--- src/rtl/sdram_frame_arbiter.sv ---
// Burst arbiter sharing one SDRAM between the capture writer and the VGA reader.
// Define FRAME_PINGPONG_EN to alternate write/read frames between FRAME_BASE0 and FRAME_BASE1.
module sdram_frame_arbiter #(
   parameter int                ADDR_W      = 22,
   parameter int                LVL_W       = 10,
   parameter int                BURST_LEN   = 8,
   parameter int                FRAME_WORDS = 414720,
   parameter logic [ADDR_W-1:0] FRAME_BASE0 = ADDR_W'(22'h000000),
   parameter logic [ADDR_W-1:0] FRAME_BASE1 = ADDR_W'(22'h080000),
   parameter int                RD_URGENT   = 448
) (
   input  logic              iCLK,
   input  logic              iRST_N,
   input  logic [LVL_W-1:0]  iWR_LEVEL,
   input  logic [LVL_W-1:0]  iRD_FREE,
   input  logic              iWR_SOF,
   input  logic              iRD_SOF,
   output logic              oMEM_REQ,
   output logic              oMEM_WE,
   output logic [ADDR_W-1:0] oMEM_ADDR,
   input  logic              iMEM_ACK,
   input  logic              iMEM_DONE,
   output logic              oWR_ACTIVE,
   output logic              oRD_ACTIVE,
   output logic              oWR_WRAP,
   output logic              oRD_FRAME
);

   localparam logic [ADDR_W-1:0] L_STEP      = ADDR_W'(BURST_LEN);
   localparam logic [ADDR_W-1:0] L_LAST_OFF  = ADDR_W'(FRAME_WORDS - BURST_LEN);
   localparam logic [LVL_W-1:0]  L_BURST_LVL = LVL_W'(BURST_LEN);
   localparam logic [LVL_W-1:0]  L_URGENT    = LVL_W'(RD_URGENT);
`ifdef FRAME_PINGPONG_EN
   localparam logic              L_RD_FRAME_RST = 1'b1;
`else
   localparam logic              L_RD_FRAME_RST = 1'b0;
`endif

   typedef enum logic [1:0] {S_IDLE, S_REQ, S_BUSY} state_t;

   state_t            r_state;
   logic [ADDR_W-1:0] r_wr_off;
   logic [ADDR_W-1:0] r_rd_off;
   logic              r_wr_frame;
   logic              r_rd_frame;
   logic              r_rr_rd;
   logic              r_wr_sof_pend;
   logic              r_rd_sof_pend;
   logic              r_req;
   logic              r_we;
   logic [ADDR_W-1:0] r_addr;
   logic              r_wr_active;
   logic              r_rd_active;
   logic              r_wr_wrap;

   logic              w_wr_elig;
   logic              w_rd_elig;
   logic              w_rd_urgent;
   logic              w_pick_rd;
   logic              w_any_elig;
   logic [ADDR_W-1:0] w_wr_off_eff;
   logic [ADDR_W-1:0] w_rd_off_eff;
   logic              w_wr_frame_eff;
   logic              w_rd_frame_eff;
   logic [ADDR_W-1:0] w_wr_addr;
   logic [ADDR_W-1:0] w_rd_addr;

   // Pending frame starts take effect in the same IDLE cycle that arbitrates.
   assign w_wr_off_eff   = r_wr_sof_pend ? '0 : r_wr_off;
   assign w_rd_off_eff   = r_rd_sof_pend ? '0 : r_rd_off;
`ifdef FRAME_PINGPONG_EN
   assign w_wr_frame_eff = r_wr_frame ^ r_wr_sof_pend;
   assign w_rd_frame_eff = r_rd_sof_pend ? ~w_wr_frame_eff : r_rd_frame;
`else
   assign w_wr_frame_eff = r_wr_frame;
   assign w_rd_frame_eff = r_rd_frame;
`endif

   assign w_wr_addr   = (w_wr_frame_eff ? FRAME_BASE1 : FRAME_BASE0) + w_wr_off_eff;
   assign w_rd_addr   = (w_rd_frame_eff ? FRAME_BASE1 : FRAME_BASE0) + w_rd_off_eff;

   assign w_wr_elig   = (iWR_LEVEL >= L_BURST_LVL);
   assign w_rd_elig   = (iRD_FREE >= L_BURST_LVL);
   assign w_rd_urgent = w_rd_elig && (iRD_FREE >= L_URGENT);
   assign w_any_elig  = w_wr_elig || w_rd_elig;
   assign w_pick_rd   = w_rd_urgent || (w_rd_elig && (!w_wr_elig || r_rr_rd));

   always_ff @(posedge iCLK or negedge iRST_N) begin
      if (!iRST_N) begin
         r_state       <= S_IDLE;
         r_wr_off      <= '0;
         r_rd_off      <= '0;
         r_wr_frame    <= 1'b0;
         r_rd_frame    <= L_RD_FRAME_RST;
         r_rr_rd       <= 1'b0;
         r_wr_sof_pend <= 1'b0;
         r_rd_sof_pend <= 1'b0;
         r_req         <= 1'b0;
         r_we          <= 1'b0;
         r_addr        <= '0;
         r_wr_active   <= 1'b0;
         r_rd_active   <= 1'b0;
         r_wr_wrap     <= 1'b0;
      end else begin
         r_wr_wrap <= 1'b0;
         if (r_state == S_IDLE) begin
            r_wr_sof_pend <= iWR_SOF;
            r_rd_sof_pend <= iRD_SOF;
         end else begin
            r_wr_sof_pend <= r_wr_sof_pend | iWR_SOF;
            r_rd_sof_pend <= r_rd_sof_pend | iRD_SOF;
         end

         case (r_state)
            S_IDLE: begin
               r_wr_off   <= w_wr_off_eff;
               r_rd_off   <= w_rd_off_eff;
               r_wr_frame <= w_wr_frame_eff;
               r_rd_frame <= w_rd_frame_eff;
               if (w_any_elig) begin
                  r_state <= S_REQ;
                  r_req   <= 1'b1;
                  r_we    <= !w_pick_rd;
                  r_addr  <= w_pick_rd ? w_rd_addr : w_wr_addr;
               end
            end
            S_REQ: begin
               if (iMEM_ACK) begin
                  r_state     <= S_BUSY;
                  r_req       <= 1'b0;
                  r_wr_active <= r_we;
                  r_rd_active <= !r_we;
               end
            end
            S_BUSY: begin
               if (iMEM_DONE) begin
                  r_state     <= S_IDLE;
                  r_wr_active <= 1'b0;
                  r_rd_active <= 1'b0;
                  // Served port loses priority for the next tie.
                  if (r_we) begin
                     r_rr_rd <= 1'b1;
                     if (r_wr_off >= L_LAST_OFF) begin
                        r_wr_off  <= '0;
                        r_wr_wrap <= 1'b1;
                     end else begin
                        r_wr_off  <= r_wr_off + L_STEP;
                     end
                  end else begin
                     r_rr_rd <= 1'b0;
                     if (r_rd_off >= L_LAST_OFF) begin
                        r_rd_off <= '0;
                     end else begin
                        r_rd_off <= r_rd_off + L_STEP;
                     end
                  end
               end
            end
            default: r_state <= S_IDLE;
         endcase
      end
   end

   assign oMEM_REQ   = r_req;
   assign oMEM_WE    = r_we;
   assign oMEM_ADDR  = r_addr;
   assign oWR_ACTIVE = r_wr_active;
   assign oRD_ACTIVE = r_rd_active;
   assign oWR_WRAP   = r_wr_wrap;
   assign oRD_FRAME  = r_rd_frame;

endmodule

--- config.mk ---
export PLATFORM = sky130hd
export DESIGN_NAME = sdram_frame_arbiter
export DESIGN_NICKNAME = d
export VERILOG_FILES = /design/src/rtl/sdram_frame_arbiter.sv
export SDC_FILE = /design/constraint.sdc
export NUM_CORES = 1
export LEC_CHECK = 0
export CAP_MARGIN = 40
export CELL_PAD_IN_SITES_DETAIL_PLACEMENT = 1
export CELL_PAD_IN_SITES_GLOBAL_PLACEMENT = 1
export CORE_MARGIN = 2
export CORE_UTILIZATION = 40
export CTS_BUF_LIST = sky130_fd_sc_hd__clkbuf_4 sky130_fd_sc_hd__clkbuf_8
export CTS_CLUSTER_DIAMETER = 200
export DETAILED_ROUTE_END_ITERATION = 7
export GPL_ROUTABILITY_DRIVEN = 0
export PLACE_DENSITY_LB_ADDON = 0.1
export SLEW_MARGIN = 5
export SYNTH_ARGS = -nofsm -noshare
export SYNTH_HDL_FRONTEND = slang
export SYNTH_SLANG_ARGS = --single-unit
--- constraint.sdc ---
create_clock -name iCLK -period 2.03 [get_ports iCLK]
set_input_delay 0.406 -clock iCLK [delete_from_list [all_inputs] [get_ports iCLK]]
set_output_delay 0.406 -clock iCLK [all_outputs]
set_load 0.01 [all_outputs]
# After elaboration in Yosys (flattened, before gate mapping)
# Cells that the tools add are included.
# classes
add_sub_neg	2
n_reduce_logical	19
n_eq_ne	7
order_cmp	5
n_mux	30
n_bitwise	2
# op_table
op	count
$mux 22	9
$pmux 22 s2	2
$add 22x4->22 const B	2
$ge 22x19->1 const B	2
$ge 10x4->1 const B	2
$reduce_and 3->1	5
$mux 1	12
$ge 10x9->1 const B	1
$ne 2x2->1 const B	5
$mux 2	3
$pmux 1 s2	3
$pmux 2 s3	1
$reduce_bool 2->1	3
$reduce_and 2->1	2
$logic_not 1->1	3
$logic_or 1x1->1	3
$eq 2x1->1 const B	1
$eq 2x2->1 const B	1
$logic_and 1x1->1	2
$logic_not 2->1	1
$or 1x1->1	2
# totals
elab_cells	77
input_bits	26
output_inout_bits	28
regBits	76

# Longest topological paths before layout
# depth
depth_word	6
depth_mapped	8
depth_no_buf	6

# Worst setup path after synthesis
# Ideal clock, no wire load.
# synth_path
path_kind	reg-to-reg
from	register r_rd_off[14]
to	register r_rd_off[11]
path_slack_ns	0.153
synth_period_minus_slack_ns	1.877
n_path_buf	2
stages_incl_launch_ff	8
t_arrival_ns	1.777
cell_sequence	dfrtp_1 buf_6 nor3b_1 and4_4 a31o_4 or3_1 buf_6 o311ai_2
# synth_between
elab_chain_len	5
# synth_rtl
item	line	source
from (decl)	43	logic [ADDR_W-1:0] r_rd_off;
from (signal assigned)	117	r_rd_off <= w_rd_off_eff;
from (signal assigned)	154	r_rd_off <= r_rd_off + L_STEP;
$ge 22x19->1	151	if (r_rd_off >= L_LAST_OFF) begin
$mux 22	151	
$mux 22	141	if (r_we) begin
$mux 22	136	if (iMEM_DONE) begin
$pmux 22 s2	114	case (r_state)
# Every way passes these cells. The select of a mux whose other input is x is not followed.
# A chain may end at the register's enable or synchronous reset.

# Final worst setup path
# layout_path
from	register r_wr_off[20]
to	register r_wr_off[14]
# layout_between
elab_chain_len	5
# layout_rtl
item	line	source
from (decl)	42	logic [ADDR_W-1:0] r_wr_off;
from (signal assigned)	116	r_wr_off <= w_wr_off_eff;
from (signal assigned)	147	r_wr_off <= r_wr_off + L_STEP;
$ge 22x19->1	143	if (r_wr_off >= L_LAST_OFF) begin
$mux 22	143	
$mux 22	141	
$mux 22	136	
$pmux 22 s2	114	
# Every way passes these cells. The select of a mux whose other input is x is not followed.

==> flow_summary.rst <==
.. list-table::
   :header-rows: 1

   * - Metric
     - Value
   * - LEAKAGE
     - 2.30 nW
   * - Cell at the root of the clock tree
     - sky130_fd_sc_hd__clkbuf_8
   * - Final critical-path share of the clock period
     - 98.6%
   * - Diodes inserted
     - 0
   * - Most frequent cells in the layout
     - sky130_fd_sc_hd__buf_4, sky130_fd_sc_hd__dfrtp_1, sky130_fd_sc_hd__clkdlybuf4s50_1, sky130_fd_sc_hd__nor2_1, sky130_fd_sc_hd__nand2_1
   * - Detailed Routing Iterations Pass 1
     - 4
   * - GRT Max-Usage Layer
     - met2
   * - Remaining antenna violation count after routing
     - 0
   * - Vias per inst
     - 5.89
   * - Type of element launching the critical path
     - register
   * - Area enclosed by the die boundary
     - 0.0109 mm2
   * - Min Hold Slack
     - 511 ps
   * - Pin count of the biggest net entering global routing
     - 48
   * - YS warnings
     - 0
   * - Number of antenna violations at the first check in global routing
     - 0
   * - Syn Inst Count
     - 423
   * - Share of cells above drive strength 1
     - 23.1%
   * - Post-synthesis sequential area ratio
     - 47.3%
   * - Timing-limited maximum frequency
     - 0.499 GHz
   * - Number of max-slew violations in the final report
     - 0
   * - Leftover overflow at the end of global routing
     - 0
   * - Flop and latch count out of synthesis
     - 76
   * - Path depth of the worst reg2reg path
     - 6
   * - Floorplan die height
     - 104 um
   * - Post-synth EDFFs
     - 0
   * - Global routing met3 resource utilization
     - 4.89%
   * - Number of distinct standard cells referenced by the synthesized netlist
     - 61
   * - GR Layer Usage met2
     - 41.8%
   * - Slack of the worst reg-to-reg path
     - 30 ps
   * - Post-Syn Area
     - 0.00402 mm2
   * - Critical path data required time
     - 2300 ps
   * - Beginning of the critical path
     - r_wr_off[20]
   * - Area post-placement
     - 0.00516 mm2
   * - Relative max-transition margin
     - 66.9%
   * - Most common library cell in the layout ignoring fill and taps
     - sky130_fd_sc_hd__buf_4
   * - Effective utilization at floorplan
     - 41.1%
   * - Total via count in the routed design
     - 3,949
   * - Number of clock buffers inserted by TritonCTS
     - 9
   * - Outcome
     - completed
   * - Final-report setup violation count
     - 0
   * - Via count of the first global-routing pass
     - 4,191
   * - Sum of routed wire length over all layers
     - 13.4 mm
   * - Area added between synthesis and finish
     - 35.6%
   * - Endpoint of the most critical setup path
     - r_wr_off[14]
   * - Count of clock tree sinks
     - 76
   * - Filler cell count
     - 1,148
   * - Clock tree from TritonCTS
     - yes
   * - Wire length of the first global-routing pass
     - 22.0 mm
   * - Post-route clock skew
     - 11.6 ps
   * - Launch point of the worst reg-to-reg path
     - r_wr_off[20]
   * - Average cell area after synthesis
     - 9.50 um2
   * - Number of maximum-capacitance constraint violations
     - 0
   * - IO Count
     - 54
   * - Port buffer count
     - 46
   * - Class of the tightest hold or removal check
     - input pin to async pin
   * - Sequential share of power
     - 34.0%
   * - Max H-tree Level
     - 3
   * - Summed area of non-filler cells in the final layout
     - 0.00545 mm2
   * - Cell row count
     - 36
   * - Crit path kind
     - register to register
   * - FF-to-FF End
     - r_wr_off[14]
   * - Post-detail-place hpwl
     - 9.83 mm
   * - Pwr dens
     - 1110 mW/mm2
   * - Hold Fails Final Rpt
     - 0
   * - Horizontal extent of the die
     - 104 um
   * - Detailed-route wire length per cell
     - 20.0 um
   * - Sw Pwr
     - 2.34 mW
   * - CP Max Fanout
     - 4
   * - Pwr Total
     - 6.04 mW
   * - Comb power frac
     - 45.2%
   * - Detailed Route Iter0 Violations
     - 159
   * - Fraction of power spent switching nets
     - 38.7%
   * - Worst-margin pin slew
     - 490 ps
   * - CP arrival
     - 2270 ps
   * - Minimum clock period
     - 2000 ps
   * - Main flop type after synthesis
     - sky130_fd_sc_hd__dfrtp_1
   * - Synthesized netlist net count
     - 451
   * - Bufs on Longest Clock Path
     - 2
   * - Category of the worst setup path capture point
     - register
   * - Total routing resource utilization after global routing
     - 25.9%
   * - Clock latency of the later-clocked register in the worst-skew pair
     - 370 ps
   * - Met1 track demand over resource
     - 34.2%
   * - DRC Markers
     - 0
   * - Internal power of the cells
     - 3.70 mW
   * - Clock edge transition at the registers on the reported setup and hold paths
     - 90 ps
   * - Peak supply drop
     - 0.663 mV
   * - Async set-or-reset flop fraction in the synthesized netlist
     - 100%
   * - RSZ-0062 raised after global routing
     - yes
   * - Net count, final
     - 560
   * - Clock power share
     - 20.9%
   * - Core region area
     - 0.00977 mm2
[how the worst min path moves through the flow]
| stage | end | depth (start not counted) | start |
|---|---|---|---|
| 4_1_cts | oMEM_ADDR[15] | 2 | iRST_N |
| 3_5_place_dp | oMEM_ADDR[15] | 1 | iRST_N |
| 5_1_grt | oMEM_REQ | 1 | oMEM_REQ |
| 3_3_place_gp | oMEM_ADDR[16] | 1 | iRST_N |
| 6_report | oMEM_ADDR[15] | 2 | iRST_N |
| 2_1_floorplan | oMEM_ADDR[0] | 0 | iRST_N |
[layout make-up]
cell class | count | area (um2) | share of cell area, %
inverters | 6 | 22.5 | 0.413
flip-flops and latches | 76 | 1900 | 34.9
clock buffers | 10 | 138 | 2.53
repair buffers | 128 | 1130 | 20.7
multi-input cells | 311 | 2020 | 37.1
well taps | 133 | 166 | 3.05
clock inverters | 6 | 71.3 | 1.31
[critical path, cell delays in order, from the launching register on]
cell and delay [ps]:
sky130_fd_sc_hd__dfrtp_1 390, sky130_fd_sc_hd__or4b_4 560, sky130_fd_sc_hd__nor4_2 180, sky130_fd_sc_hd__nand4_2 190, sky130_fd_sc_hd__buf_4 200, sky130_fd_sc_hd__a32o_1 230
sky130_fd_sc_hd__o21bai_1 140
[cell usage after synthesis (all sizes together) (4+ instances only)]
| library cell | n | area [um2] |
|---|---|---|
| a31oi | 18 | 113 |
| o21ai | 15 | 75.1 |
| nand4 | 16 | 106 |
| nand4b | 5 | 43.8 |
| a21o | 8 | 60.1 |
| nor2 | 41 | 154 |
| clkbuf | 16 | 61.3 |
| a22oi | 20 | 150 |
| dfrtp | 76 | 1900 |
| nand3b | 8 | 60.1 |
| nor4 | 6 | 43.8 |
| and3 | 6 | 37.5 |
| nor3 | 12 | 70.1 |
| or2 | 4 | 25.0 |
| and2 | 8 | 50.1 |
| a32oi | 4 | 35.0 |
| nand2 | 31 | 116 |
| nor2b | 5 | 31.3 |
| a41oi | 7 | 61.3 |
| buf | 14 | 85.1 |
| o41ai | 4 | 35.0 |
| nand3 | 15 | 75.1 |
| nand2b | 4 | 25.0 |
| a21oi | 29 | 153 |
| and4 | 6 | 55.1 |
| inv | 6 | 22.5 |
[power by group through the flow]
stage                     logic [mW]  clock network [mW]  registers [mW]
after floorplan                 1.15                   0            2.20
after global placement          2.62                   0            2.07
after detailed placement        2.69                   0            2.09
after CTS                       2.71                1.29            2.06
after global routing            2.96                1.36            2.10
final                           2.73                1.26            2.05
[layer usage]
| layer | up-vias | wire [um] | share of wire, % |
|---|---|---|---|
| li1 | 1827 | - | - |
| met1 | 2004 | 5810 | 43 |
| met2 | 94 | 6540 | 49 |
| met3 | 24 | 701 | 5.2 |
| met4 | 0 | 311 | 2.3 |
| met5 | - | 0 | 0 |
[kinds of logic (layout without fill, tap and decap cells)]
family	count (synthesis)	count (layout)	share of synthesized area, %
AOI/OAI and AO/OA	131	131	23.3
adders and majority gates	2	2	0.623
buffers and inverters	36	150	4.20
DFF	76	76	47.3
muxes	1	1	0.249
other	1	1	0.0933
and+or+nand+nor	176	176	24.2
[repair_timing]
| item | 4_1_cts | 5_1_grt |
|---|---|---|
| setup endpoints to repair | 20 | 24 |
| endpoints found under the hold margin | 29 | 0 |
| hold buffers | 1 | 0 |
| buffers inserted | 0 | 2 |
| pin swaps | 0 | 1 |
| gates resized for setup | 4 | 6 |
| gates cloned | 0 | 0 |
[stage by stage]
step / util, % / setup slack (ps) / cells / TNS, ps
2_1_floorplan: - / 153 / 423 / 0
3_3_place_gp: 52.8 / -144 / 651 / -2970
3_5_place_dp: 52.8 / -184 / 651 / -3920
4_1_cts: 55.2 / 1.86 / 668 / 0
5_1_grt: 55.7 / -73.4 / 670 / -298
6_report: 55.7 / 27.6 / 670 / 0
[registers in the layout, summed over array words and instances, names as in the netlist]
register       cells
oWR_WRAP           1
r_wr_off          22
r_wr_sof_pend      1
oMEM_WE            1
oMEM_ADDR         22
oMEM_REQ           1
r_rd_off          22
r_state            2
r_rr_rd            1
r_rd_sof_pend      1
oWR_ACTIVE         1
oRD_ACTIVE         1
No activity file was read; power rests on OpenSTA's default activity.
